===== src/rtl/fc_pkg.sv =====
// Shared definitions for the FC stream transmitter: state encoding, default sizes, clog2 helper.
package fc_pkg;

    localparam int unsigned DEF_DATA_W = 8;
    localparam int unsigned DEF_N      = 8;

    typedef enum logic [1:0] {
        ST_IDLE = 2'd0,
        ST_SEND = 2'd1,
        ST_GAP  = 2'd2,
        ST_WAIT = 2'd3
    } fc_state_e;

    function automatic int unsigned clog2(input int unsigned v);
        int unsigned r;
        r = 0;
        for (int unsigned i = 0; i < 32; i++) begin
            if ((64'd1 << i) < 64'(v)) r = i + 1;
        end
        return r;
    endfunction

endpackage


===== src/rtl/fc_piso.sv =====
// N x DATA_W parallel-load / serial-shift register; dout is always sample 0 of the register.
module fc_piso
    import fc_pkg::*;
#(
    parameter int unsigned DATA_W = DEF_DATA_W,
    parameter int unsigned N      = DEF_N
) (
    input  logic                  clk,
    input  logic                  rst_n,
    input  logic                  load,
    input  logic                  shift,
    input  logic [N*DATA_W-1:0]   din,
    output logic [DATA_W-1:0]     dout
);

    logic [N*DATA_W-1:0] sr;

    // Shifting moves sample k+1 into slot k; zeros fill from the top.
    always_ff @(posedge clk or negedge rst_n) begin
        if (!rst_n) begin
            sr <= '0;
        end else if (load) begin
            sr <= din;
        end else if (shift) begin
            sr <= {DATA_W'(0), sr[N*DATA_W-1:DATA_W]};
        end
    end

    assign dout = sr[DATA_W-1:0];

endmodule


===== src/rtl/fc_stream_tx.sv =====
// Serialises one feature vector per handshake into the FC engine and captures its returned result.
module fc_stream_tx
    import fc_pkg::*;
#(
    parameter int unsigned DATA_W      = DEF_DATA_W,
    parameter int unsigned N           = DEF_N,
    parameter int unsigned GAP         = 1,
    parameter int unsigned WAIT_RESULT = 1,
    parameter int unsigned TIMEOUT     = 64
) (
    input  logic                clk,
    input  logic                rst_n,
    input  logic                vec_valid,
    output logic                vec_ready,
    input  logic [N*DATA_W-1:0] vec_data,
    output logic                tx_valid,
    output logic [DATA_W-1:0]   tx_data,
    input  logic                res_valid,
    input  logic [DATA_W-1:0]   res_data,
    output logic                out_valid,
    output logic [DATA_W-1:0]   out_data,
    output logic                err_tmo
);

    localparam int unsigned IW = clog2(N);
    localparam int unsigned GW = clog2(GAP + 1);
    localparam int unsigned WW = (TIMEOUT > 0) ? clog2(TIMEOUT + 1) : 1;

    fc_state_e         state, state_nxt;
    logic [IW-1:0]     idx, idx_nxt;
    logic [GW-1:0]     gap_cnt, gap_nxt;
    logic [WW-1:0]     wait_cnt, wait_nxt;
    logic              got_res, got_nxt;
    logic              vec_ready_nxt, tx_valid_nxt, out_valid_nxt, err_nxt;
    logic [DATA_W-1:0] out_data_nxt;
    logic              load, shift, capture;

    fc_piso #(.DATA_W(DATA_W), .N(N)) u_piso (
        .clk   (clk),
        .rst_n (rst_n),
        .load  (load),
        .shift (shift),
        .din   (vec_data),
        .dout  (tx_data)
    );

    always_ff @(posedge clk or negedge rst_n) begin
        if (!rst_n) begin
            state     <= ST_IDLE;
            idx       <= '0;
            gap_cnt   <= '0;
            wait_cnt  <= '0;
            got_res   <= 1'b0;
            vec_ready <= 1'b1;
            tx_valid  <= 1'b0;
            out_valid <= 1'b0;
            out_data  <= '0;
            err_tmo   <= 1'b0;
        end else begin
            state     <= state_nxt;
            idx       <= idx_nxt;
            gap_cnt   <= gap_nxt;
            wait_cnt  <= wait_nxt;
            got_res   <= got_nxt;
            vec_ready <= vec_ready_nxt;
            tx_valid  <= tx_valid_nxt;
            out_valid <= out_valid_nxt;
            out_data  <= out_data_nxt;
            err_tmo   <= err_nxt;
        end
    end

    // Only the first result after a burst is taken, and only while the engine may legally answer.
    assign capture = res_valid && !got_res && (state == ST_GAP || state == ST_WAIT);

    always_comb begin
        state_nxt     = state;
        idx_nxt       = idx;
        gap_nxt       = gap_cnt;
        wait_nxt      = wait_cnt;
        got_nxt       = got_res;
        out_valid_nxt = 1'b0;
        out_data_nxt  = out_data;
        err_nxt       = err_tmo;
        load          = 1'b0;
        shift         = 1'b0;

        if (capture) begin
            out_valid_nxt = 1'b1;
            out_data_nxt  = res_data;
            got_nxt       = 1'b1;
        end

        case (state)
            ST_IDLE: begin
                if (vec_valid && vec_ready) begin
                    load      = 1'b1;
                    idx_nxt   = '0;
                    got_nxt   = 1'b0;
                    state_nxt = ST_SEND;
                end
            end
            ST_SEND: begin
                if (idx == IW'(N - 1)) begin
                    gap_nxt   = '0;
                    state_nxt = ST_GAP;
                end else begin
                    idx_nxt = idx + IW'(1);
                    shift   = 1'b1;
                end
            end
            ST_GAP: begin
                if (gap_cnt == GW'(GAP - 1)) begin
                    if (WAIT_RESULT != 0 && !got_res && !res_valid) begin
                        wait_nxt  = '0;
                        state_nxt = ST_WAIT;
                    end else begin
                        state_nxt = ST_IDLE;
                    end
                end else begin
                    gap_nxt = gap_cnt + GW'(1);
                end
            end
            ST_WAIT: begin
                if (res_valid) begin
                    state_nxt = ST_IDLE;
                end else if (TIMEOUT > 0 && wait_cnt == WW'(TIMEOUT - 1)) begin
                    err_nxt   = 1'b1;
                    state_nxt = ST_IDLE;
                end else if (TIMEOUT > 0) begin
                    wait_nxt = wait_cnt + WW'(1);
                end
            end
            default: state_nxt = ST_IDLE;
        endcase

        vec_ready_nxt = (state_nxt == ST_IDLE);
        tx_valid_nxt  = (state_nxt == ST_SEND);
    end

endmodule


===== config.mk =====
export PLATFORM = sky130hd
export DESIGN_NAME = fc_stream_tx
export DESIGN_NICKNAME = d
export VERILOG_FILES = /design/src/rtl/fc_pkg.sv /design/src/rtl/fc_piso.sv /design/src/rtl/fc_stream_tx.sv
export SDC_FILE = /design/constraint.sdc
export NUM_CORES = 1
export LEC_CHECK = 0
export BUFFER_PORTS_ARGS = -buffer_cell sky130_fd_sc_hd__clkbuf_2
export CORE_MARGIN = 4
export CORE_UTILIZATION = 49
export CTS_CLUSTER_SIZE = 28
export DETAILED_ROUTE_END_ITERATION = 8
export PLACE_DENSITY_LB_ADDON = 0.25
export SLEW_MARGIN = 15
export SYNTH_ARGS = -nofsm -noshare
export SYNTH_HDL_FRONTEND = slang
export SYNTH_SLANG_ARGS = --single-unit

===== constraint.sdc =====
create_clock -name clk -period 1.84 [get_ports clk]
set_input_delay 0.368 -clock clk [delete_from_list [all_inputs] [get_ports clk]]
set_output_delay 0.368 -clock clk [all_outputs]
set_load 0.05 [all_outputs]

==> flow_summary.yaml, run 1 <==
outcome:
  status: "complete, but fails checks"
  violations: "negative setup slack"
pwr:
  peakVddDrop_v: 0.000801
  pwr_density_cell_nw_per_um2: 1740
  p_leak_nw: 2.88
sta:
  rsz0062_at_grt: "true"
  fin_setup_tns_ns: -0.0483
  setup_violations: 9
  slew_violations: 0
  clock.fmax_mhz: 540
  slew_headroom_pct: 56.7
  fin_ws_ns: -0.0123
  tightest_slew_ns: 0.640
  finalHoldViolations: 0
  fin_crit_sh_pct: 101
  skew_ns: 0.0124
  fin_crit_ns: 1.85
global_routing:
  grt_pass1_vias: 2734
  grt_max_degree: 37
  grt_usage_pct: 16.7
  grt.overflow.total: 0
  grt_pass1_wl_um: 13500
  antenna_found_initial: 0
detailed_routing:
  drtIter0Drc: 96
  drt-total-wl_um: 8960
  first_pass_iters: 4
  wl_per_cell_um: 17.3
  drtAntennaViolNets: 0
  post_drt_via_cell_ratio: 5.26
  drc_errors: 0
  vias: 2732
cts:
  cts-buffers-inserted: 9
  clock_latency_ns: 0.36
  clk_pin_slew_ns: 0.09
  clock-sinks: 89
  root_buffer: "clkbuf_8"
  cts_tree: "built"
  clk_path_buf_depth: 2
  htreeDepth: 3
finish:
  final_common_cell: "clkbuf_2"
  n_antenna_cell: 0
  area_delta_synth_final_pct: 28.6
  fin_util_pct: 64.2
  fillers: 692
  layout_common_cells: "94 x clkbuf_2, 88 x dfrtp_1, 86 x mux2_4"
  final_cell_area_um2: 5570
  final_nets: 485
  drive_above_1_share_pct: 63.5
worst_setup_path:
  arrival_ns: 2.09
  timing.critical_path.to_type: "flip-flop"
  crit_required_ns: 2.08
  crit_type: "flip-flop to flip-flop"
  cp_max_fo: 14
  startpoint_type: "flip-flop"
placed_design:
  io_buffer_count: 95
  dp_slack_ns: -0.0841
  place_hpwl_um: 6240
  placed_area_um2: 5100
  gp_congestion: 0.764
floorplan:
  die_y_um: 102
  die_x_um: 102
  initial_utilization_pct: 49.9
  coreArea_um2: 8680
  io_pins: 96
  rows: 34
  die_area_um2: 10400
synth:
  yosys_warnings: 0
  synth_top_area_share_pct: 50.8
  synthDistinctLibCells: 41
  avgSynthCellArea_um2: 14.6
  yosysSeqAreaShare_pct: 51.4
  syn_nets: 375
  syn_area_um2: 4330
  syn_inst: 296
  async_flop_share_pct: 100
  synth_edf_count: 0
  synthFlopType: "dfrtp_1"
  synth_top_area_cell: "dfrtp_1"
  yosys-top-cells-area: "dfrtp_1 51%, mux2_2 18%, mux2_1 7.8%, mux2_4 6.9%, a22o_1 1.8%"
  synth.ff_latch_count: 89
min_path:
  hold_class: "primary input to flip-flop"
flow_run:
  drv_cap: 0
-- metal layers --
metal / vias up / share of wire, % / GRT usage, %
met4: 0 / 1.4 / 4.94
met2: 63 / 50 / 27.1
met3: 11 / 5.0 / 5.46
met5: - / 0 / 0
li1: 1293 / - / -
met1: 1365 / 44 / 21.5
-- area by class of cell --
| type | count | area [um2] | share of cell area, % |
|---|---|---|---|
| clock buffers | 10 | 138 | 2.47 |
| flip-flops and latches | 89 | 2230 | 40.0 |
| well taps | 108 | 135 | 2.43 |
| clock inverters | 6 | 50.0 | 0.898 |
| inverters | 3 | 16.3 | 0.292 |
| multi-input cells | 179 | 2140 | 38.3 |
| repair buffers | 124 | 868 | 15.6 |
-- worst max-delay path, stage by stage, from the launching register on --
cell      delay, ns
dfrtp_1        0.40
ha_2           0.20
ha_4           0.15
nand2b_1       0.13
a21o_2         0.21
clkinv_4       0.12
buf_12         0.18
mux2_2         0.34
-- synthesized netlist by cell type (3+ instances only) --
cell type / count
dfrtp_1: 88
mux2_2: 70
mux2_1: 30
mux2_4: 20
a22o_1: 9
buf_4: 8
buf_6: 7
buf_2: 5
nand2_1: 5
a21oi_1: 4
a21o_1: 3
ha_1: 3
nand3_1: 3
nand3b_1: 3
nor2_1: 3
nor4b_1: 3
-- worst paths after layout --
path	start	end	slack, ns	cells after the start
max in group asynchronous	rst_n	vec_ready$_DFF_PN1_	0.73	3
min reg2reg	err_tmo$_DFFE_PN0P_	err_tmo$_DFFE_PN0P_	0.47	1
min	vec_data[56]	u_piso.sr[56]$_DFFE_PN0P_	0.22	2
max reg2reg	idx[0]$_DFFE_PN0P_	u_piso.sr[54]$_DFFE_PN0P_	-0.01	7
max	idx[0]$_DFFE_PN0P_	u_piso.sr[54]$_DFFE_PN0P_	-0.01	7
min in group asynchronous	rst_n	u_piso.sr[7]$_DFFE_PN0P_	0.48	2
-- flip-flops by register name, indices dropped and copies added (netlist names) --
name,flops
u_piso.sr,64
out_data,8
wait_cnt,7
idx,3
state,2
err_tmo,1
got_res,1
out_valid,1
tx_valid,1
vec_ready,1
-- stage by stage --
step,hold WS [ns],power [W],cells
2_1_floorplan,0.0724,0.00677,296
3_3_place_gp,0.345,0.00751,496
3_5_place_dp,0.343,0.00767,496
4_1_cts,0.214,0.00897,513
5_1_grt,0.218,0.0102,519
6_report,0.224,0.00969,519
-- cells by family after synthesis --
kind of cell / synth area share, %
flops: 51.4
compound gates: 4.42
mux: 33.4
buf+inv: 5.37
simple gates: 4.56
fa+ha+maj: 0.866
-- power by group --
part	internal, W	switching [W]
Sequential	0.00272	0.000441
Combinational	0.00302	0.00224
Clock	0.000542	0.000725
-- timing repair --
action	4_1_cts	5_1_grt
pin swaps	0	0
buffers inserted	0	2
cloned	0	4
hold buffers	1	0
endpoints found under the setup margin	49	56
endpoints found under the hold margin	29	0
gates resized for setup	3	48
Note: power is estimated with default switching activity, not from simulation.
==> inputs of run 2 (changes only) <==
--- a/config.mk
+++ b/config.mk
@@ -11,6 +11,7 @@
 export CTS_CLUSTER_SIZE = 28
 export DETAILED_ROUTE_END_ITERATION = 8
 export PLACE_DENSITY_LB_ADDON = 0.25
+export REMOVE_ABC_BUFFERS = 1
 export SLEW_MARGIN = 15
 export SYNTH_ARGS = -nofsm -noshare
 export SYNTH_HDL_FRONTEND = slang
==> run 2 against run 1 <==
The run still ends with negative setup slack left; first-iteration DRC count fell by 50%; fmax rose by 0.39%; total power rose by 4.0%; wire length rose by 3.4%; via count rose by 0.59%; critical path type unchanged.
==> flow_summary.yaml, run 2 (same netlist as run 1, synthesis figures left out) <==
outcome:
  status: "complete, but fails checks"
  violations: "negative setup slack"
cts:
  htreeDepth: 3
  clock-sinks: 89
  clock_latency_ns: 0.35
  clk_pin_slew_ns: 0.09
  clk_path_buf_depth: 2
  root_buffer: "clkbuf_8"
  cts_tree: "built"
  cts-buffers-inserted: 9
worst_setup_path:
  timing.critical_path.to_type: "flip-flop"
  crit_type: "flip-flop to flip-flop"
  cp_max_fo: 9
  crit_required_ns: 2.09
  startpoint_type: "flip-flop"
  arrival_ns: 2.10
sta:
  fin_ws_ns: -0.00507
  rsz0062_at_grt: "true"
  setup_violations: 4
  skew_ns: 0.0100
  fin_setup_tns_ns: -0.0107
  slew_headroom_pct: 57.6
  fin_crit_sh_pct: 100
  tightest_slew_ns: 0.627
  finalHoldViolations: 0
  clock.fmax_mhz: 542
  hold_ws_ns: 0.236
  slew_violations: 0
  fin_crit_ns: 1.85
finish:
  n_antenna_cell: 0
  top_register: "u_piso.sr"
  area_delta_synth_final_pct: 31.4
  final_common_cell: "clkbuf_2"
  final_nets: 485
  drive_above_1_share_pct: 63.3
  layout_common_cells: "94 x clkbuf_2, 88 x dfrtp_1, 84 x mux2_4"
  reg_top3: "u_piso.sr x64, out_data x8, wait_cnt x7"
  fillers: 656
  final_cells: 519
  final_cell_area_um2: 5690
  largest_reg_flops: 64
detailed_routing:
  first_pass_iters: 4
  drtAntennaViolNets: 0
  drt-total-wl_um: 9260
  post_drt_via_cell_ratio: 5.29
  drc_errors: 0
  wl_per_cell_um: 17.8
  drtIter0Drc: 48
  vias: 2748
floorplan:
  initial_utilization_pct: 49.9
  die_area_um2: 10400
  rows: 34
  io_pins: 96
  die_x_um: 102
  die_y_um: 102
  coreArea_um2: 8680
global_routing:
  grt_max_degree: 36
  grt.overflow.total: 0
  grt_pass1_vias: 2909
  grt_pass1_wl_um: 14100
  grt_usage_pct: 17.4
  antenna_found_initial: 0
pwr:
  peakVddDrop_v: 0.000842
  switching_share_pct: 33.9
  intPower_w: 0.00666
  finalPower_w: 0.0101
  pwr_density_cell_nw_per_um2: 1770
  p_leak_nw: 2.92
  combPwrFrac_pct: 55.0
  p_switching_w: 0.00342
  seq_power_share_pct: 31.2
  clkPwrFrac_pct: 13.8
placed_design:
  placed_area_um2: 4990
  io_buffer_count: 95
  place_hpwl_um: 5790
  gp_congestion: 0.802
  dp.cells: 492
flow_run:
  drv_cap: 0
min_path:
  hold_class: "primary input to flip-flop"
==> run 2: final timing paths <==
kind	start	endpoint	slack, ns	cells past startpoint
setup / recovery	vec_ready$_DFF_PN1_	u_piso.sr[12]$_DFFE_PN0P_	-0.005	5
hold / removal	res_data[1]	out_data[1]$_DFFE_PN0P_	0.24	2
setup reg to reg	vec_ready$_DFF_PN1_	u_piso.sr[12]$_DFFE_PN0P_	-0.005	5
hold reg to reg	err_tmo$_DFFE_PN0P_	err_tmo$_DFFE_PN0P_	0.46	1
max in group asynchronous	rst_n	u_piso.sr[37]$_DFFE_PN0P_	0.89	3
min in group asynchronous	rst_n	state[1]$_DFF_PN0_	0.47	2
==> run 2: per-stage QoR <==
stage | setup slack (ns) | util, %
6_report | -0.00507 | 65.6
5_1_grt | -0.0676 | 65.6
4_1_cts | -0.0834 | 62.7
3_5_place_dp | -0.0742 | 57.5
3_3_place_gp | -0.0566 | 57.5
2_1_floorplan | -2.09 | -
==> run 2: layer usage <==
layer	vias to the layer above	global-route usage (%)	part of all wire [%]
met2	63	27.8	49
li1	1290	-	-
met3	6	4.98	5.0
met1	1389	23.3	45
met4	0	5.15	1.0
met5	-	0	0
==> run 2: critical path: stages, from the launching register on <==
cell and delay (ns):
dfstp_2 0.54, nor4bb_4 0.24, buf_12 0.20, buf_4 0.16, mux2_2 0.33, mux2_2 0.26
==> run 2: power groups by stage <==
stage          Sequential, W  Combinational [W]  Clock (W)
2_1_floorplan        0.00368            0.00246          0
3_3_place_gp         0.00310            0.00413          0
6_report             0.00314            0.00554    0.00139
3_5_place_dp         0.00313            0.00425          0
4_1_cts              0.00312            0.00502    0.00143
5_1_grt              0.00324            0.00588    0.00154
==> run 2: layout make-up <==
type	count	area, um2	area share (%)
Clock buffer	12	155	2.73
Clock inverter	4	51.3	0.901
Inverter	3	23.8	0.418
Multi-Input combinational cell	179	2150	37.8
Sequential cell	89	2230	39.1
Tap cell	108	135	2.37
Timing Repair Buffer	124	947	16.6
==> run 2: what timing repair did <==
action,CTS,global route
hold buffers,1,0
gates resized for setup,41,37
pin swaps,0,1
buffers inserted,3,1
hold endpoints to repair,20,0
cloned,2,5
setup endpoints to repair,56,56
==> inputs of run 3 (changes only) <==
--- a/config.mk
+++ b/config.mk
@@ -7,7 +7,7 @@
 export LEC_CHECK = 0
 export BUFFER_PORTS_ARGS = -buffer_cell sky130_fd_sc_hd__clkbuf_2
 export CORE_MARGIN = 4
-export CORE_UTILIZATION = 49
+export CORE_UTILIZATION = 30
 export CTS_CLUSTER_SIZE = 28
 export DETAILED_ROUTE_END_ITERATION = 8
 export PLACE_DENSITY_LB_ADDON = 0.25
==> run 3 against run 2 <==
The flow still finishes with violations (negative setup slack); sequential cell count is the same; critical path depth grew 1; non-clock buffer count grew 5; setup slack lost 0.060 ns; register-to-register slack lost 0.06 ns; die area grew 58%; count of clock-buffer cells in the layout shrank 1; design area grew 3.4%; wire length grew 12%; clock skew shrank 0.0047 ns; critical path type unchanged; largest power group unchanged.
==> flow_summary.yaml, run 3 (same netlist as run 1, synthesis figures left out) <==
outcome:
  status: "complete, but fails checks"
  violations: "negative setup slack"
global_routing:
  grt_max_degree: 31
  grt_usage_pct: 11.8
  antenna_found_initial: 0
  grt.overflow.total: 0
  grt_pass1_vias: 2941
  grt_pass1_wl_um: 15200
finish:
  top_register: "u_piso.sr"
  final_common_cell: "clkbuf_2"
  fillers: 1329
  fin_util_pct: 42.1
  area_delta_synth_final_pct: 35.8
  n_antenna_cell: 0
  final_cell_area_um2: 5890
  largest_reg_flops: 64
  final_nets: 490
  final_cells: 596
  reg_top3: "u_piso.sr x64, out_data x8, wait_cnt x7"
  drive_above_1_share_pct: 61.8
  layout_common_cells: "94 x clkbuf_2, 88 x dfrtp_1, 73 x mux2_4"
cts:
  clk_pin_slew_ns: 0.07
  cts-buffers-inserted: 9
  root_buffer: "clkbuf_16"
  htreeDepth: 3
  clock-sinks: 89
  clock_latency_ns: 0.34
  clk_path_buf_depth: 2
  cts_tree: "built"
flow_run:
  drv_cap: 0
min_path:
  hold_class: "primary input to flip-flop"
  min_delay_path_depth: 2
  holdPathEnd: "u_piso.sr[60]$_DFFE_PN0P_"
  worstHoldStart: "vec_data[60]"
sta:
  fin_crit_ns: 1.90
  slew_violations: 0
  fin_ws_ns: -0.0648
  skew_ns: 0.00535
  fin_setup_tns_ns: -1.66
  finalHoldViolations: 0
  rsz0062_at_grt: "true"
  slew_headroom_pct: 59.5
  fin_crit_sh_pct: 104
  tightest_slew_ns: 0.599
  clock.fmax_mhz: 525
  setup_violations: 44
placed_design:
  placed_area_um2: 4960
  dp.cells: 559
  io_buffer_count: 95
  place_hpwl_um: 5990
  gp_congestion: 0.740
detailed_routing:
  drtAntennaViolNets: 0
  wl_per_cell_um: 17.3
  drt-total-wl_um: 10300
  post_drt_via_cell_ratio: 4.68
  vias: 2792
  drtIter0Drc: 101
  first_pass_iters: 4
  drc_errors: 0
worst_setup_path:
  rr_worst_depth: 6
  crit_required_ns: 2.07
  timing.critical_path.to_type: "flip-flop"
  r2r_slack_ns: -0.06
  crit_start: "vec_ready$_DFF_PN1_"
  startpoint_type: "flip-flop"
  cp_max_fo: 6
  arrival_ns: 2.14
  crit_type: "flip-flop to flip-flop"
  r2r_start: "vec_ready$_DFF_PN1_"
  r2r-end: "u_piso.sr[19]$_DFFE_PN0P_"
floorplan:
  coreArea_um2: 14000
  rows: 43
  io_pins: 96
  die_y_um: 128
  die_x_um: 128
  die_area_um2: 16400
  initial_utilization_pct: 31.0
pwr:
  finalPower_w: 0.0105
  peakVddDrop_v: 0.000704
  pwr_density_cell_nw_per_um2: 1780
  p_leak_nw: 2.98
## run 3: cell count changes in the layout (fill, tap and decap cells not counted), moves of 2 or more
| cell | change |
|---|---|
| mux2_2 | +2 |
| mux2_4 | -11 |
| clkbuf_16 | +10 |
| mux2_1 | +9 |
| buf_8 | +2 |
| buf_16 | +3 |
| buf_4 | +4 |
| buf_12 | -4 |
| clkbuf_8 | -9 |
## run 3: critical path, cell delays in order, from the launching register on
cell,delay [ns]
dfstp_2,0.54
nor4bb_4,0.21
buf_4,0.18
buf_8,0.14
clkbuf_16,0.17
mux2_4,0.30
mux2_4,0.26
## run 3: power breakdown
group / internal (W) / total (W) / switching, W / leakage (nW)
sequential: 0.00273 / 0.00313 / 0.000403 / 1.17
clock: 0.000995 / 0.00179 / 0.000796 / 0.138
combinational: 0.00317 / 0.00555 / 0.00238 / 1.68
## run 3: stage by stage
| stage | hold slack [ns] | setup WS (ns) |
|---|---|---|
| 2_1_floorplan | 0.0724 | -2.09 |
| 3_3_place_gp | 0.320 | -0.106 |
| 3_5_place_dp | 0.327 | -0.148 |
| 4_1_cts | 0.230 | -0.0932 |
| 5_1_grt | 0.251 | -0.129 |
| 6_report | 0.243 | -0.0648 |
## run 3: cell type report
class / instances / area (um2) / share of cell area [%]
clock buffer: 11 / 253 / 4.29
clock inverter: 5 / 37.5 / 0.638
inverter: 3 / 18.8 / 0.319
multi-input combinational: 179 / 2100 / 35.7
sequential: 89 / 2230 / 37.9
tap: 180 / 225 / 3.83
timing repair buffer: 129 / 1020 / 17.4
## run 3: layer usage
metal / up-vias / wire (um) / track usage, %
li1: 1300 / - / -
met4: 0 / 165 / 5.18
met5: - / 0 / 0
met2: 59 / 4790 / 18.4
met1: 1423 / 4840 / 15.2
met3: 10 / 527 / 3.25
## run 3: worst max-delay path by stage
| stage | endpoint | slack, ns |
|---|---|---|
| floorplan | u_piso.sr[10]$_DFFE_PN0P_ | -2.09 |
| global placement | u_piso.sr[21]$_DFFE_PN0P_ | -0.11 |
| detailed placement | u_piso.sr[21]$_DFFE_PN0P_ | -0.15 |
| CTS | u_piso.sr[49]$_DFFE_PN0P_ | -0.09 |
| global route | u_piso.sr[46]$_DFFE_PN0P_ | -0.13 |
| finish | u_piso.sr[19]$_DFFE_PN0P_ | -0.06 |
## run 3: what timing repair did
action | 4_1_cts | 5_1_grt
gates cloned | 4 | 7
resized for setup | 18 | 53
endpoints found under the hold margin | 23 | 0
pin swaps | 1 | 0
setup endpoints to repair | 56 | 56
hold buffers | 1 | 0
setup buffers | 6 | 4
